### config.mk
export PLATFORM = sky130hd
export DESIGN_NAME = omsp_wdt_timer
export DESIGN_NICKNAME = d
export VERILOG_FILES = /design/src/rtl/omsp_wdt_timer.sv
export SDC_FILE = /design/constraint.sdc
export NUM_CORES = 1
export LEC_CHECK = 0
export ABC_AREA = 1
export CAP_MARGIN = 10
export CORE_UTILIZATION = 50
export CTS_CLUSTER_DIAMETER = 50
export DETAILED_ROUTE_END_ITERATION = 12
export PLACE_DENSITY = 0.85
export REMOVE_ABC_BUFFERS = 1
export SKIP_CTS_REPAIR_TIMING = 1
export SYNTH_ARGS = -nofsm -noshare
export SYNTH_HDL_FRONTEND = slang
export SYNTH_SLANG_ARGS = --single-unit
### constraint.sdc
create_clock -name mclk -period 5.1 [get_ports mclk]
set_clock_uncertainty 0.2 [all_clocks]
set_input_delay 1.02 -clock mclk [delete_from_list [all_inputs] [get_ports mclk]]
set_output_delay 1.02 -clock mclk [all_outputs]
set_load 0.005 [all_outputs]
### src/rtl/omsp_wdt_timer.sv
// Watchdog / interval timer with the single password-protected WDTCTL register.
// Counts SMCLK or ACLK ticks and requests a PUC (wdt_reset) or sets wdtifg on expiry.
module omsp_wdt_timer #(
  parameter logic [8:0] WDTCTL_ADDR = 9'h120,
  parameter logic [7:0] WDT_PW      = 8'h5A,
  parameter logic [7:0] WDT_RDPW    = 8'h69
) (
  input  logic        mclk,
  input  logic        por_reset_a,
  input  logic [7:0]  per_addr,
  input  logic [15:0] per_din,
  input  logic        per_en,
  input  logic [1:0]  per_we,
  input  logic        smclk_en,
  input  logic        aclk_en,
  input  logic        wdtie,
  input  logic        wdt_irq_acc,
  output logic [15:0] per_dout,
  output logic        wdt_irq,
  output logic        wdt_reset,
  output logic        wdtifg
);

  localparam logic [7:0] REG_ADDR  = WDTCTL_ADDR[8:1];
  // Only HOLD, TMSEL, SSEL and IS are stored; CNTCL and bits 6:5 never reach the register.
  localparam logic [7:0] CTRL_MASK = 8'h97;

  logic [7:0]  ctrl_q, ctrl_d;
  logic [15:0] cnt_q, cnt_d;
  logic        wdt_reset_q, wdt_reset_d;
  logic        wdtifg_q, wdtifg_d;

  logic        reg_hit, reg_rd, reg_wr, wr_valid, wr_viol;
  logic        hold, tmsel, ssel;
  logic        tick, count_en, expire, rst_event;
  logic [15:0] tap_mask;

  assign hold  = ctrl_q[7];
  assign tmsel = ctrl_q[4];
  assign ssel  = ctrl_q[2];

  assign reg_hit  = per_en & (per_addr == REG_ADDR);
  assign reg_rd   = reg_hit & (per_we == 2'b00);
  assign reg_wr   = reg_hit & (per_we != 2'b00);
  assign wr_valid = reg_wr & (per_we == 2'b11) & (per_din[15:8] == WDT_PW);
  assign wr_viol  = reg_wr & ~wr_valid;

  assign tick     = ssel ? aclk_en : smclk_en;
  assign count_en = tick & ~hold;

  always_comb begin
    tap_mask = 16'h7FFF;
    case (ctrl_q[1:0])
      2'b00: tap_mask = 16'h7FFF;
      2'b01: tap_mask = 16'h1FFF;
      2'b10: tap_mask = 16'h01FF;
      2'b11: tap_mask = 16'h003F;
      default: tap_mask = 16'h7FFF;
    endcase
  end

  // Only the tap bits take part in the compare, so a shortened interval still fires.
  assign expire    = count_en & ((cnt_q & tap_mask) == tap_mask);
  assign rst_event = wr_viol | (expire & ~tmsel);

  always_comb begin
    ctrl_d = ctrl_q;
    if (wr_valid) ctrl_d = per_din[7:0] & CTRL_MASK;
    if (rst_event) ctrl_d = '0;

    cnt_d = cnt_q;
    if (count_en) cnt_d = expire ? '0 : cnt_q + 16'd1;
    if (wr_valid && per_din[3]) cnt_d = '0;
    if (rst_event) cnt_d = '0;

    wdt_reset_d = rst_event;

    wdtifg_d = wdtifg_q;
    if (wdt_irq_acc) wdtifg_d = 1'b0;
    if ((expire & tmsel) | rst_event) wdtifg_d = 1'b1;
  end

  always_ff @(posedge mclk or posedge por_reset_a) begin
    if (por_reset_a) begin
      ctrl_q      <= '0;
      cnt_q       <= '0;
      wdt_reset_q <= 1'b0;
      wdtifg_q    <= 1'b0;
    end else begin
      ctrl_q      <= ctrl_d;
      cnt_q       <= cnt_d;
      wdt_reset_q <= wdt_reset_d;
      wdtifg_q    <= wdtifg_d;
    end
  end

  assign per_dout  = reg_rd ? {WDT_RDPW, ctrl_q} : '0;
  assign wdt_reset = wdt_reset_q;
  assign wdtifg    = wdtifg_q;
  assign wdt_irq   = wdtifg_q & wdtie & tmsel;

endmodule

==> flow_summary.json, run 1 <==
{
  "outcome": "completed",
  "setup_viol": 0,
  "routedWlPerCell_um": 10.7,
  "nets": 314,
  "vias_per_cell": 4.79,
  "synth-main-ff-cell": "dfrtp_1",
  "min_from": "ctrl_q[7]",
  "min_period_ns": 4.12,
  "cts_buffer_depth": 2,
  "dpl_cell_area_mm2": 0.00207,
  "synth_area_leaders": "dfrtp_1 (33%), nand2_1 (12%), nand3_1 (11%)",
  "rows": 20,
  "synthMostInstantiatedCell": "nand2_1",
  "worst_ep_arrival_time_ns": 2.90,
  "clock_latency_ns": 0.31,
  "grt_pass1_vias": 1400,
  "final-instance-count-excl-fill": 323,
  "use_met2_pct": 38.4,
  "cts-root-buf": "clkbuf_4",
  "die-area_mm2": 0.00361,
  "grtUsageTotal_pct": 21.1,
  "timing.final.crit_share_pct": 80.7,
  "p_leak_nw": 1.04,
  "die_x_um": 60.1,
  "worstReg2RegStart": "cnt_q[0]",
  "worst_slew_pin_slew_ns": 0.816,
  "die_height_um": 60.1,
  "syn_area_mm2": 0.00169,
  "syn_inst": 242,
  "design_area_mm2": 0.00211,
  "fillers": 269,
  "synth_top_area_share_pct": 32.6,
  "use_met1_pct": 26.3,
  "final_util_pct": 67.3,
  "fmax_ghz": 0.243,
  "drt-total-wl_mm": 3.46,
  "cp.required_ns": 3.88,
  "hpwl_mm": 2.75,
  "core_mm2": 0.00313,
  "h-tree-depth": 1,
  "rr_worst_depth": 9,
  "setup_tns_ns": 0,
  "antenna_found_initial": 0,
  "worstSetupEndpointType": "output port",
  "cp_max_fo": 5,
  "routabilityCongestion": 0.812,
  "synth-edff-count": 0,
  "synth_warnings": 0,
  "drt_first_iter_violations": 55,
  "port-buffer-count": 42,
  "rr_endpoint": "cnt_q[12]",
  "numCtsBuffers": 3,
  "hold_ws_ns": 0.342,
  "dr.pass1.iters": 6,
  "grt_first_pass_wirelength_mm": 5.82,
  "grt_overflow_total": 0,
  "busiest_layer": "met2",
  "maxCapViolCount": 0,
  "yosysSeqAreaShare_pct": 32.6,
  "p_per_area_mw_per_mm2": 188,
  "startpoint_type": "input pin",
  "holdPathStages": 2,
  "start_util_pct": 53.9,
  "ir_drop_mv": 0.167,
  "grt_use_met3_pct": 3.90,
  "relSlewSlack_pct": 45.6,
  "rsz0062_at_grt": "no",
  "ys_ff_latch": 22,
  "antennaDiodeCount": 0,
  "clk_pin_slew_ns": 0.12,
  "yosysUniqueCellTypes": 24,
  "hold_viol": 0,
  "async_flop_share_pct": 100,
  "min-delay-path-class": "register to register",
  "syn_to_final_growth_pct": 24.9,
  "syn_area_per_cell_um2": 6.97,
  "critical_path.startpoint": "per_addr[4]",
  "detail-route-antenna-nets": 0,
  "drive_above_1_share_pct": 10.4,
  "cts.sinks": 22,
  "critical_path_class": "input pin to output port",
  "num_vias": 1546,
  "route.detailed.drc": 0,
  "cts_tree": "built",
  "reg2reg_slack_ns": 3.16,
  "io_pins": 52,
  "maxSlewViolCount": 0,
  "dp.cells": 319,
  "grt_max_degree": 23,
  "synth_common_cells": "nand2_1 (55), nand3_1 (38), inv_1 (31), nor2_1 (29), dfrtp_1 (22)",
  "yosys.area.top_type": "dfrtp_1",
  "holdPathEnd": "ctrl_q[7]"
}
## stage by stage
step	power [mW]	worst slack [ns]
6_report	0.395	0.984
5_1_grt	0.418	0.805
4_1_cts	0.398	0.999
3_5_place_dp	0.303	1.00
3_3_place_gp	0.300	1.02
2_1_floorplan	0.266	1.93
## cell families (layout without fill, tap and decap cells)
logic type,after synthesis,count (layout),synth area share [%]
other,1,7,0.222
adders and majority gates,1,1,0.742
buffers and inverters,52,83,15.1
xor gates and xnor gates,13,13,6.75
DFF,22,22,32.6
AOI/OAI and AO/OA,6,6,1.93
and+or+nand+nor,147,147,42.7
## where the power goes
part	internal [mW]	total (mW)	switching (mW)
sequential	0.191	0.213	0.0216
combinational	0.0461	0.0870	0.0409
clock	0.0436	0.0952	0.0516
## registers in the layout, summed over array words and instances (netlist names)
register and flops:
cnt_q 15, ctrl_q 5, wdt_reset 1, wdtifg 1
## critical path, cell delays in order
cell             delay, ns
clkdlybuf4s50_1       0.48
nand2_1               0.05
nor2_1                0.13
nand3_1               0.12
nor2_1                0.29
inv_1                 0.16
nor2_1                0.11
clkdlybuf4s50_1       0.53
## per-layer routing
metal	part of all wire, %	vias up
met2	49	39
met4	0.29	0
met5	0	-
met1	45	700
li1	-	805
met3	4.7	2
## area by class of cell
| type | instances | area (µm²) | area share (%) |
|---|---|---|---|
| Sequential cell | 22 | 551 | 26.1 |
| Multi-Input combinational cell | 174 | 905 | 43.0 |
| Tap cell | 44 | 55.1 | 2.61 |
| Clock buffer | 4 | 36.3 | 1.72 |
| Inverter | 37 | 139 | 6.60 |
| Timing Repair Buffer | 42 | 420 | 20.0 |
## cells in the final DEF, fill, tap and decap left out, drive strengths merged, types with 2 or more instances in the layout
cell type      count
a21oi              4
clkbuf             4
clkdlybuf4s50     42
conb               7
dfrtp             22
inv               37
nand2             59
nand3             44
nand4              4
nor2              38
xnor2              2
xor2              11
## worst max path at each step
stage | endpoint | depth (start not counted) | slack (ns)
floorplan | per_dout[0] | 7 | 1.93
global placement | per_dout[4] | 8 | 1.02
detailed placement | per_dout[4] | 8 | 1.00
CTS | per_dout[4] | 8 | 1.0
global route | per_dout[1] | 8 | 0.81
finish | per_dout[4] | 8 | 0.98
No activity file was read; power rests on OpenSTA's default activity.
==> inputs of run 2 (changes only) <==
Settings changed: CORE_UTILIZATION 50 to 42, PLACE_DENSITY 0.85 to 0.76.
Clock period 5.1 ns to 3.65 ns, I/O delays scaled along.
==> run 2 against run 1 <==
Net effect:
- global-route usage is 2.2 points lower
- total power increased by 64%
- register-to-register slack worse by 1.5 ns
- final cell count is 1.5% higher
- combinational power is 40% higher
- via count shrank 0.71%
- critical path type unchanged
- critical endpoint is now per_dout[2]
- sequential cell count is the same
- routed wire length up 3.8%
==> flow_summary.json, run 2 (synthesis results as in run 1) <==
{
  "min_period_ns": 3.38,
  "route.detailed.drc": 0,
  "rows": 22,
  "seqCellArea_um2": 551,
  "clk_pin_slew_ns": 0.09,
  "worst_ep_arrival_time_ns": 2.45,
  "ir_drop_mv": 0.252,
  "grtUsageTotal_pct": 19.0,
  "port-buffer-count": 42,
  "critical_path_class": "input pin to output port",
  "cp_max_fo": 5,
  "start_util_pct": 45.1,
  "relSlewSlack_pct": 44.2,
  "numCtsBuffers": 3,
  "hold_viol": 0,
  "largest_reg_flops": 15,
  "largest-register": "cnt_q",
  "drive_above_1_share_pct": 10.7,
  "outcome": "completed",
  "fmax_ghz": 0.296,
  "design_area_mm2": 0.00215,
  "die_height_um": 65.4,
  "cts_tree": "built",
  "reg2reg_slack_ns": 1.69,
  "cts-root-buf": "clkbuf_8",
  "vias_per_cell": 4.68,
  "dpl_cell_area_mm2": 0.00208,
  "reg_top3": "cnt_q x15, ctrl_q x5",
  "setup_tns_ns": 0,
  "timing.final.crit_share_pct": 92.5,
  "nets": 315,
  "rsz0062_at_grt": "no",
  "grt_first_pass_wirelength_mm": 6.34,
  "num_vias": 1535,
  "h-tree-depth": 1,
  "worstSetupEndpointType": "output port",
  "syn_to_final_growth_pct": 27.7,
  "drt-total-wl_mm": 3.60,
  "grt_max_degree": 23,
  "clock_latency_ns": 0.26,
  "maxCapViolCount": 0,
  "hpwl_mm": 2.77,
  "io_pins": 52,
  "antennaDiodeCount": 0,
  "final_common_cell": "nand2_1",
  "p_leak_nw": 1.06,
  "setup_viol": 0,
  "grt_overflow_total": 0,
  "cts_buffer_depth": 2,
  "drt_first_iter_violations": 52,
  "min-delay-path-class": "register to register",
  "die_x_um": 65.4,
  "dr.pass1.iters": 4,
  "multi_input_area_um2": 905,
  "core_mm2": 0.00374,
  "die-area_mm2": 0.00427,
  "cts.sinks": 22,
  "antenna_found_initial": 0,
  "layout_common_cells": "nand2_1 (55), clkdlybuf4s50_1 (42), nand3_1 (38)",
  "cp.required_ns": 2.72,
  "routabilityCongestion": 0.822,
  "detail-route-antenna-nets": 0,
  "p_per_area_mw_per_mm2": 302,
  "fillers": 366,
  "startpoint_type": "input pin",
  "grt_pass1_vias": 1519,
  "routedWlPerCell_um": 11.0,
  "worst_slew_pin_slew_ns": 0.836,
  "maxSlewViolCount": 0
}
## run 2: changes by cell type in the layout (fill, tap and decap cells not counted), sizes merged
cell and delta:
buf +1, clkbuf -1, bufinv +1
## run 2: layout make-up
cell class	count	area share (%)
Tap cell	48	2.79
Multi-Input combinational cell	174	42.0
Sequential cell	22	25.6
Inverter	37	6.45
Timing Repair Buffer	43	19.9
Clock buffer	3	1.92
Clock inverter	1	1.39
## run 2: routing by layer
layer  GRT usage, %  part of all wire (%)
met5              0                     0
met4           5.43                  0.67
met3           2.95                   2.8
met2           33.5                    48
met1           23.6                    48
## run 2: power by group
| part | total [mW] | leakage (nW) | internal (mW) | switching [mW] |
|---|---|---|---|---|
| combinational | 0.122 | 0.731 | 0.0644 | 0.0573 |
| sequential | 0.298 | 0.296 | 0.267 | 0.0308 |
| clock | 0.230 | 0.0357 | 0.147 | 0.0834 |
## run 2: critical path, stage by stage
cell and delay [ns]:
clkdlybuf4s50_1 0.47, nand2_1 0.05, nor2_1 0.14, nand3_1 0.12, nor2_1 0.17, inv_1 0.13, nor2_1 0.11, clkdlybuf4s50_1 0.52
## run 2: stage by stage
stage,hold slack [ns],worst slack (ns),instances,util (%),power [mW]
after global routing,0.381,0.139,328,57.5,0.689
after floorplan,0.304,1.06,233,-,0.372
final,0.352,0.274,328,57.5,0.649
after global placement,0.326,0.272,324,55.6,0.420
after CTS,0.354,0.263,328,57.5,0.653
after detailed placement,0.330,0.269,324,55.6,0.424
## run 2: worst paths after layout
path / from / endpoint / cells past startpoint
max: per_addr[4] / per_dout[2] / 8
min: cnt_q[1] / cnt_q[1] / 2
max reg2reg: cnt_q[0] / cnt_q[12] / 10
min reg2reg: cnt_q[1] / cnt_q[1] / 2
max in group asynchronous: por_reset_a / ctrl_q[4] / 2
min in group asynchronous: por_reset_a / cnt_q[0] / 2
